`src/rtl/n1_pkg.sv`:
```
// Shared definitions for the n1_core CPU: opcodes, FSM states and
// instruction field positions.
package n1_pkg;

    localparam logic [3:0] OP_NOP  = 4'h0;
    localparam logic [3:0] OP_MOVI = 4'h1;
    localparam logic [3:0] OP_ST   = 4'h2;
    localparam logic [3:0] OP_LD   = 4'h3;
    localparam logic [3:0] OP_OUT  = 4'h4;
    localparam logic [3:0] OP_HALT = 4'h5;
    localparam logic [3:0] OP_ADD  = 4'h6;
    localparam logic [3:0] OP_SUB  = 4'h7;
    localparam logic [3:0] OP_JMP  = 4'h8;
    localparam logic [3:0] OP_JZ   = 4'h9;

    typedef enum logic [2:0] {
        S_IDLE,
        S_FETCH,
        S_EXEC,
        S_MEM,
        S_HALT
    } state_e;

    localparam int OP_MSB    = 15;
    localparam int OP_LSB    = 12;
    localparam int RD_LSB    = 9;
    localparam int RS_LSB    = 6;
    localparam int IMM_W     = 8;
    localparam int REG_IDX_W = 3;

    // Opcodes 1010..1111 are not part of the instruction set.
    function automatic logic is_undefined_op(input logic [3:0] op);
        return op > OP_JZ;
    endfunction

endpackage

```
`src/rtl/n1_regfile.sv`:
```
// General-purpose register file: NUM_REGS x DATA_W, two combinational read
// ports and one write port. Indices at or above NUM_REGS read 0, writes drop.
module n1_regfile
    import n1_pkg::*;
#(
    parameter int DATA_W   = 16,
    parameter int NUM_REGS = 4
) (
    input  logic                 clk,
    input  logic                 srst,
    input  logic                 we,
    input  logic [REG_IDX_W-1:0] waddr,
    input  logic [DATA_W-1:0]    wdata,
    input  logic [REG_IDX_W-1:0] raddr_a,
    output logic [DATA_W-1:0]    rdata_a,
    input  logic [REG_IDX_W-1:0] raddr_b,
    output logic [DATA_W-1:0]    rdata_b
);

    logic [DATA_W-1:0] regs_q [NUM_REGS];

    genvar gi;
    generate
        for (gi = 0; gi < NUM_REGS; gi++) begin : g_reg
            always_ff @(posedge clk) begin
                if (srst) begin
                    regs_q[gi] <= '0;
                end else if (we && (waddr == REG_IDX_W'(gi))) begin
                    regs_q[gi] <= wdata;
                end
            end
        end
    endgenerate

    // Priority-free select: an index that matches no register leaves 0.
    always_comb begin
        rdata_a = '0;
        rdata_b = '0;
        for (int i = 0; i < NUM_REGS; i++) begin
            if (raddr_a == REG_IDX_W'(i)) rdata_a = regs_q[i];
            if (raddr_b == REG_IDX_W'(i)) rdata_b = regs_q[i];
        end
    end

endmodule

```
`src/rtl/n1_core.sv`:
```
// n1_core: multi-cycle FETCH/EXEC/MEM CPU with internal RAM and loader port.
// Optional macro N1_ILLEGAL_TRAP_EN: undefined opcodes halt and raise err.
module n1_core
    import n1_pkg::*;
#(
    parameter int DATA_W    = 16,
    parameter int RAM_WORDS = 256,
    parameter int NUM_REGS  = 4,
    localparam int ADDR_W   = $clog2(RAM_WORDS)
) (
    input  logic              clk,
    input  logic              rst,
    input  logic              start,
    input  logic              ld_we,
    input  logic [ADDR_W-1:0] ld_addr,
    input  logic [DATA_W-1:0] ld_wdata,
    output logic [DATA_W-1:0] ld_rdata,
    output logic              out_valid,
    output logic [7:0]        out_data,
    output logic              busy,
    output logic              halted
`ifdef N1_ILLEGAL_TRAP_EN
    ,
    output logic              err
`endif
);

    state_e                 state_q;
    logic [ADDR_W-1:0]      pc_q;
    logic [DATA_W-1:0]      ram_rdata_q;
    logic                   ld_valid_q;
    logic [REG_IDX_W-1:0]   mem_rd_q;
    logic                   mem_is_ld_q;
    logic [7:0]             out_data_q;
    logic                   out_valid_q;
`ifdef N1_ILLEGAL_TRAP_EN
    logic                   err_q;
`endif

    logic [DATA_W-1:0]      mem [RAM_WORDS];

    // The instruction is whatever the RAM returned for the FETCH address.
    logic [DATA_W-1:0]      inst;
    logic [3:0]             op;
    logic [REG_IDX_W-1:0]   rd_idx;
    logic [REG_IDX_W-1:0]   rs_idx;
    logic [ADDR_W-1:0]      iaddr;
    logic [DATA_W-1:0]      imm_ext;
    logic [DATA_W-1:0]      rd_val;
    logic [DATA_W-1:0]      rs_val;

    assign inst    = ram_rdata_q;
    assign op      = inst[OP_MSB:OP_LSB];
    assign rd_idx  = inst[RD_LSB +: REG_IDX_W];
    assign rs_idx  = inst[RS_LSB +: REG_IDX_W];
    assign iaddr   = inst[ADDR_W-1:0];
    assign imm_ext = DATA_W'(inst[IMM_W-1:0]);

    logic [ADDR_W-1:0]      ram_addr_d;
    logic                   ram_we_d;
    logic [DATA_W-1:0]      ram_wdata_d;
    logic                   rf_we_d;
    logic [REG_IDX_W-1:0]   rf_waddr_d;
    logic [DATA_W-1:0]      rf_wdata_d;

    n1_regfile #(
        .DATA_W   (DATA_W),
        .NUM_REGS (NUM_REGS)
    ) u_regfile (
        .clk     (clk),
        .srst    (rst),
        .we      (rf_we_d),
        .waddr   (rf_waddr_d),
        .wdata   (rf_wdata_d),
        .raddr_a (rd_idx),
        .rdata_a (rd_val),
        .raddr_b (rs_idx),
        .rdata_b (rs_val)
    );

    // Single RAM port shared by loader (IDLE/HALT) and core (run states).
    always_comb begin
        ram_addr_d  = ld_addr;
        ram_we_d    = 1'b0;
        ram_wdata_d = ld_wdata;
        rf_we_d     = 1'b0;
        rf_waddr_d  = rd_idx;
        rf_wdata_d  = '0;
        case (state_q)
            S_IDLE, S_HALT: begin
                ram_we_d = ld_we;
            end
            S_FETCH: begin
                ram_addr_d = pc_q;
            end
            S_EXEC: begin
                ram_addr_d  = iaddr;
                ram_wdata_d = rd_val;
                case (op)
                    OP_ST:   ram_we_d = 1'b1;
                    OP_MOVI: begin
                        rf_we_d    = 1'b1;
                        rf_wdata_d = imm_ext;
                    end
                    OP_ADD: begin
                        rf_we_d    = 1'b1;
                        rf_wdata_d = rd_val + rs_val;
                    end
                    OP_SUB: begin
                        rf_we_d    = 1'b1;
                        rf_wdata_d = rd_val - rs_val;
                    end
                    default: ;
                endcase
            end
            S_MEM: begin
                rf_we_d    = mem_is_ld_q;
                rf_waddr_d = mem_rd_q;
                rf_wdata_d = ram_rdata_q;
            end
            default: ;
        endcase
        // A reset aborts any write that would otherwise land this edge.
        if (rst) ram_we_d = 1'b0;
    end

    always_ff @(posedge clk) begin
        if (ram_we_d) mem[ram_addr_d] <= ram_wdata_d;
        ram_rdata_q <= mem[ram_addr_d];
    end

    always_ff @(posedge clk) begin
        if (rst) begin
            state_q     <= S_IDLE;
            pc_q        <= '0;
            ld_valid_q  <= 1'b0;
            mem_rd_q    <= '0;
            mem_is_ld_q <= 1'b0;
            out_data_q  <= '0;
            out_valid_q <= 1'b0;
`ifdef N1_ILLEGAL_TRAP_EN
            err_q       <= 1'b0;
`endif
        end else begin
            out_valid_q <= 1'b0;
            ld_valid_q  <= (state_q == S_IDLE) || (state_q == S_HALT);
            case (state_q)
                S_IDLE, S_HALT: begin
                    if (start) begin
                        state_q <= S_FETCH;
                        pc_q    <= '0;
`ifdef N1_ILLEGAL_TRAP_EN
                        err_q   <= 1'b0;
`endif
                    end
                end
                S_FETCH: begin
                    pc_q    <= pc_q + ADDR_W'(1);
                    state_q <= S_EXEC;
                end
                S_EXEC: begin
                    mem_rd_q    <= rd_idx;
                    mem_is_ld_q <= (op == OP_LD);
                    state_q     <= S_FETCH;
                    case (op)
                        OP_LD, OP_OUT: state_q <= S_MEM;
                        OP_HALT:       state_q <= S_HALT;
                        OP_JMP:        pc_q    <= iaddr;
                        OP_JZ: begin
                            if (rd_val == '0) pc_q <= iaddr;
                        end
                        default: begin
`ifdef N1_ILLEGAL_TRAP_EN
                            if (is_undefined_op(op)) begin
                                state_q <= S_HALT;
                                err_q   <= 1'b1;
                            end
`endif
                        end
                    endcase
                end
                S_MEM: begin
                    if (!mem_is_ld_q) begin
                        out_data_q  <= ram_rdata_q[7:0];
                        out_valid_q <= 1'b1;
                    end
                    state_q <= S_FETCH;
                end
                default: state_q <= S_IDLE;
            endcase
        end
    end

    // Loader readback is only meaningful when the last read was the loader's.
    assign ld_rdata  = ld_valid_q ? ram_rdata_q : '0;
    assign out_valid = out_valid_q;
    assign out_data  = out_data_q;
    assign busy      = (state_q == S_FETCH) || (state_q == S_EXEC) || (state_q == S_MEM);
    assign halted    = (state_q == S_HALT);
`ifdef N1_ILLEGAL_TRAP_EN
    assign err       = err_q;
`endif

endmodule

```
`config.mk`:
```
export PLATFORM = sky130hd
export DESIGN_NAME = n1_core
export DESIGN_NICKNAME = d
export VERILOG_FILES = /design/src/rtl/n1_pkg.sv /design/src/rtl/n1_regfile.sv /design/src/rtl/n1_core.sv
export SDC_FILE = /design/constraint.sdc
export NUM_CORES = 2
export LEC_CHECK = 0
export BUFFER_PORTS_ARGS = -buffer_cell sky130_fd_sc_hd__buf_2
export CAP_MARGIN = 40
export CELL_PAD_IN_SITES_DETAIL_PLACEMENT = 1
export CELL_PAD_IN_SITES_GLOBAL_PLACEMENT = 2
export CORE_UTILIZATION = 53
export DETAILED_ROUTE_END_ITERATION = 8
export GPL_ROUTABILITY_DRIVEN = 0
export PLACE_DENSITY = 0.82
export SETUP_SLACK_MARGIN = 0.5
export SLEW_MARGIN = 5
export SYNTH_ARGS = -nofsm -noshare
export SYNTH_HDL_FRONTEND = slang
export SYNTH_HIERARCHICAL = 1
export SYNTH_MEMORY_MAX_BITS = 65536
export SYNTH_SLANG_ARGS = --single-unit
export TNS_END_PERCENT = 100
```
`constraint.sdc`:
```
create_clock -name clk -period 36.2 [get_ports clk]
set_input_delay 1.81 -clock clk [delete_from_list [all_inputs] [get_ports clk]]
set_output_delay 1.81 -clock clk [all_outputs]
set_load 0.02 [all_outputs]
```
[After elaboration in Yosys (flattened, before gate mapping)]
Memory sizes are Yosys's and may differ from the RTL's. A register that Yosys moved wholly into a read port is not among the register bits.
Cells that the tools add are included.
Word-level totals
  register bits after elaboration: 25
  RAM bits: 4160
  bits of input ports: 28
  output and inout bits: 27
  word-level logic and storage cells: 109
  memories kept: 2
Memory list
  mem: words 256, width 16, rd ports 1, clocked after Yosys merged registers in 1, write ports 1, RTL line n1_core.sv:40  | logic [DATA_W-1:0] mem [RAM_WORDS];
  u_regfile.regs_q: words 4, width 16, rd ports 4, clocked after Yosys merged registers in 0, write ports 4, RTL line n1_regfile.sv:20  | logic [DATA_W-1:0] regs_q [NUM_REGS];
Operators by class
  $add $sub $neg: 3
  equality and inequality tests: 25
  muxes and demuxes: 47
  bitwise gates (word level): 6
  reductions and logical operators: 19
Operator list (number)
  16-bit two-way mux: 14
  16-bit one-hot mux with 3 select lines: 1
  16-bit one-hot mux with 2 select lines: 1
  8-bit one-hot mux with 2 select lines: 2
  3-bit by 2-bit == test with 1-bit output, second input constant: 8
  8-bit one-hot mux with 3 select lines: 1
  1-bit two-way mux: 20
  16-bit adder: 1
  4-bit by 3-bit == test with 1-bit output, second input constant: 4
  16-bit zero test: 1
  8-bit two-way mux: 2
  16-bit subtractor: 1
  3-bit by 1-bit == test with 1-bit output, second input constant: 4
  3-bit zero test: 4
  3-bit one-hot mux with 4 select lines: 1
  8-bit by 1-bit adder with 8-bit output, second input constant: 1
  4-bit by 2-bit == test with 1-bit output, second input constant: 2
  4-bit == test, second input constant: 2
  3-bit two-way mux: 2
  3-bit one-hot mux with 2 select lines: 1
  2-bit OR reduction: 3
  4-bit by 1-bit == test with 1-bit output, second input constant: 1
  1-bit logical AND: 4
  1-bit bitwise OR: 4
  other kinds (11): 15

[Depth between registers and ports, before layout]
  word-level depth: 9
  depth in mapped cells: 23
  mapped depth without buffers: 21

[Hierarchy]
The synthesis kept the hierarchy.
Modules (own cells, without submodules)
  n1_core: times used 1, cells an instance 8496, area each 159865.8 µm², sequential area each 123818.8 µm²
  n1_regfile: times used 1, cells an instance 284, area each 3732.3 µm², sequential area each 1921.8 µm²

[Worst setup path before layout]
Ideal clock, no wire load.
  path type: reg2reg
  start: reg ram_rdata_q[10] (netlist: inst[10]) (read register of mem)
  end: mem mem[0][1], data pin
  setup time: 2189 ps
  arrival time: 11055 ps
  data required time: 34011 ps
  slack: 22957 ps
  stages on the path, launching flop included: 7
  path buffers: 2
  clock period less this slack: 13243 ps
  cells stage by stage: dfxtp_1 > buf_2 > buf_4 > mux2i_1 > o22ai_1 > inv_1 > o21ai_0
On the way
  longest elaborated chain between the ends: 6
  elaborated cells between the ends (all ways): 9
  classes of those cells: eq/ne: 3; mux: 5; reduce/logical: 1
RTL lines
  from (decl): RTL line n1_core.sv:30  | logic [DATA_W-1:0] ram_rdata_q;
  3-bit zero test: RTL line n1_regfile.sv:40  | if (raddr_a == REG_IDX_W'(i)) rdata_a = regs_q[i];
  16-bit two-way mux (3 in a row): RTL line n1_regfile.sv:40
  16-bit two-way mux (*): RTL line n1_regfile.sv:40
  via rd_val[1]: RTL line n1_core.sv:49  | logic [DATA_W-1:0] rd_val;
  16-bit two-way mux (*): RTL line n1_core.sv:89  | case (state_q)
  via ram_wdata_d[1]: RTL line n1_core.sv:61  | logic [DATA_W-1:0] ram_wdata_d;
  to (decl): RTL line n1_core.sv:40
Mark *: on every way through the listed nets, which the timed path passes. The rest lies on a longest branch.

[Worst setup path in the final report]
  start: reg state_q[2]
  end: reg ram_rdata_q[14] (netlist: inst[14]) (read register of mem)
On the way
  longest elaborated chain between the ends: 2
  elaborated cells between the ends (all ways): 3
  classes of those cells: eq/ne: 2; mux: 1
RTL lines
  from (decl): RTL line n1_core.sv:28  | state_e state_q;
  from (signal assigned): RTL line n1_core.sv:134  | state_q <= S_IDLE;
  from (signal assigned): RTL line n1_core.sv:150  | state_q <= S_FETCH;
  from (signal assigned): RTL line n1_core.sv:159  | state_q <= S_EXEC;
  3-bit by 2-bit == test with 1-bit output or 3-bit by 1-bit == test with 1-bit output (tied branches): RTL line n1_core.sv:89
  8-bit one-hot mux with 2 select lines (*): RTL line n1_core.sv:89
Every way passes the cells marked *; elsewhere a longest branch is shown, timed or not.
A chain may end at the register's enable or synchronous reset.

==> reports/metrics.csv <==
stage,metric,value,unit
clock_tree,setup bufs post-CTS,0,
run_status,outcome,"complete, no violations",
synth,asr flop ratio synth,0,%
synth,Post-synth EDFFs,4160,
clock_tree,CTS sink cnt,4201,
grt,number of global-route vias before repair,93980,
finish,post-route cell area,184900,um2
sta,Hold WS,0.4614,ns
pwr,VDD IR max,0.04826,mV
critical_path,"CP delay by family, top",buffers and inverters,
sta,Least-Margin Pin Slew,1.232,ns
placed_design,placed cell area,171600,um2
clock_tree,# resized after CTS,0,
sta,Final period util,19.98,%
critical_path,slowest CP cell,buf_4,
finish,Non-Filler Instances,13700,
drt,wire per inst,35.86,um
finish,FILL cells,26160,
sta,setup_tns,0,ns
critical_path,"most used cell, CP",buf_4,
clock_tree,clk_lat worst skew,0.98,ns
critical_path,WP buf/inv,6,
pwr,PwrDens,62.69,nW/um2
floorplanning,Die W,557.6,um
synth,net count after synthesis,8826,
placed_design,DP HPWL,298.1,mm
finish,layout cell share with drive strength beyond 1,21.64,%
critical_path,CP cell instances,inv_1 > a32oi_1 > and2_4 > buf_12 > buf_4 > buf_4 > buf_4 > buf_4 > mux4_2 > a22oi_1 > a31oi_1 > a2111oi_0 > nand4_1,
sta,fin crit period,7.234,ns
critical_path,CP required,36.98,ns
sta,Slew HR,17.87,%
drt,post-route ant nets,0,
critical_path,Reg2Reg Setup Slack,28.97,ns
clock_tree,CTS root buf,clkbuf_16,
synth,Synth Area per Inst,18.63,um2
clock_tree,CTS H-tree lvls,5,
sta,Final Max Slew Viols,0,
run,max-cap violations,0,
floorplanning,Die Span Y,557.6,um
clock_tree,Worst-path clk slew,0.06,ns
finish,P&R area growth vs syn,13.05,%
finish,NumNets Final,9306,
pwr,leak pwr,59.06,nW
grt,initial antenna violation count,32,
floorplanning,total core area,306300,um2
critical_path,delay of the slowest cell on the worst path,0.76,ns
finish,sequential cell area,125700,um2
drt,drt first-iter violations,12260,
sta,Finish-stage setup viols,0,
placed_design,number of I/O port buffers,54,
finish,area of the multi-input gates,35580,um2
grt,aggregate global routing overflow,0,
synth,sequential area share after synthesis,76.86,%
synth,Synth Register Bits,4201,
sta,RSZ-0062 raised after global routing,false,
grt,largest net degree at the start of global routing,190,
grt,GRT Resource Usage Total,31.50,%
synth,"Top FF cell, synth",edfxtp_1,
floorplanning,I/O Pins,55,
synth,Cells after Synth,8780,
clock_tree,clk buf depth,4,
drt,Post-route DRC,0,
critical_path,crit path max fanout,50,
grt,first-pass GRT wire length,691.4,mm
floorplanning,row cnt,203,
critical_path,critical path arrival,8.01,ns
drt,drt first pass iters,6,
critical_path,CP endpoint kind,flop,
sta,Peak Freq,0.1382,GHz
drt,vias per cell,6.627,
clock_tree,Hold Buf Count CTS,0,
synth,synth unique cells,71,
floorplanning,Initial Util,53.41,%
synth,"Cell Area, Synth",163600,um2
sta,final hold violation count,0,
synth,post-synth top area share,76.36,%
synth,Synth area leader,edfxtp_1,
drt,vias,90800,
synth,synth warn,6,
critical_path,WS Path Type,reg2reg,
drt,Post-Route WL,491.3,mm
sta,Setup Skew,0.04000,ns
clock_tree,CTS Buf Count,416,
hold_path,Hold WC Path Type,reg2reg,
synth,ranking of synthesized cells by area,"edfxtp_1 76%, mux4_2 9.9%, nand2_1 2.6%, mux2i_1 1.4%, a22oi_1 1.1%",
placed_design,Cells after DPL,12930,
floorplanning,die area,310900,um2
clock_tree,CTS tree,done,
critical_path,Critical Path Source Type,flop,
-- layout by cell type, fill, tap and decap left out, types with 64 or more instances in the layout --
cell type  count
mux4_2       721
a22oi_1      247
buf_4        450
edfxtp_1    4160
a21oi_1       68
clkbuf_16    422
clkinv_1     103
clkbuf_1      87
and3_1        67
mux2i_1      227
o22ai_1       64
o21ai_0       78
nand3_1      332
nand2_1     1108
a31oi_1       87
clkinv_2      73
nand4_1      130
a32oi_1       96
a22o_1        64
nor2_1       297
-- per-stage QoR --
step           util (%)  worst slack (ns)  power, mW
2_1_floorplan         -             22.96      6.777
3_3_place_gp      55.53             27.81      7.363
3_5_place_dp      56.03             28.45      7.461
4_1_cts           60.28             28.95      11.59
5_1_grt           60.37             28.69      11.86
6_report          60.38             28.97      11.59
-- logic make-up after synthesis --
group | count (synthesis) | synth area share [%]
AO/OA/AOI/OAI | 856 | 3.848
XOR/XNOR | 28 | 0.1499
adder cells (fa/ha/maj) | 18 | 0.1423
buffers and inverters | 561 | 1.686
flip-flops | 4201 | 76.86
multiplexers | 953 | 11.39
AND/OR/NAND/NOR | 2163 | 5.920
-- metal layers --
layer	vias up	track usage, %	part of all wire, %
met1	48310	42.57	37
met2	5123	50.41	48
met3	934	7.395	11
met4	10	11.41	4.0
met5	-	0	0.012
li1	36420	-	-
-- sequential cells by signal (all words and copies together) (netlist names) --
register,flops
mem,4096
pc_q,8
u_regfile/regs_q,64
ld_valid_q,1
out_data,8
state_q,3
mem_rd_q,3
out_valid,1
mem_is_ld_q,1
inst,16
-- synthesized netlist by cell type (5+ instances only) --
library cell  instances
o2111ai_1            17
o31ai_1               6
mux4_1                5
a22o_1               64
a41o_1               15
and2_1               19
a32oi_1              96
a31oi_1              87
o22ai_1              64
xor2_1               11
a22oi_1             247
a2111oi_2            10
nand4_1             130
a221oi_1              7
mux4_2              721
nor3_2               62
dfxtp_1              41
edfxtp_1           4160
nor2_1              349
buf_1                29
a41oi_1              32
nand3_1             340
o21bai_1              7
nor4_1                5
buf_6                28
buf_4                55
nand2b_1             15
inv_1                29
a21oi_1              70
xnor2_1              17
mux2i_1             227
and3_1               67
clkbuf_1            231
nor3_1               15
o21ai_0              80
nor2b_1               5
buf_2               189
ha_1                 17
a31o_2               15
nand2_1            1131
a2111oi_1             5
-- worst reg2reg max path, cell delays in order, from the launching register on --
cell       delay (ns)
dfxtp_1          0.62
inv_1            0.20
a32oi_1          0.75
and2_4           0.60
buf_12           0.26
buf_4            0.51
buf_4            0.76
buf_4            0.85
buf_4            0.82
mux4_2           0.63
a22oi_1          0.17
a31oi_1          0.20
a2111oi_0        0.50
nand4_1          0.20
-- final timing paths --
kind | startpoint | to | cells past startpoint
setup / recovery | state_q[2] | inst[14] | 13
hold / removal | out_data[7] | out_data[7] | 2
setup reg to reg | state_q[2] | inst[14] | 13
hold reg to reg | out_data[7] | out_data[7] | 2
-- power by group --
part           internal [mW]  total, mW  switching, mW
logic                  0.624       1.92           1.29
clock network           2.34       4.18           1.84
registers               5.46       5.49         0.0285
total                   8.43       11.6           3.17
-- layout make-up --
class | instances | area share [%]
well taps | 4100 | 2.774
clock buffers | 512 | 5.909
inverters | 29 | 0.05886
clock inverters | 241 | 1.118
flip-flops and latches | 4201 | 67.99
repair buffers | 594 | 2.904
multi-input cells | 4018 | 19.24
diodes | 6 | 0.008118
Power figures use the tool's default switching activity.
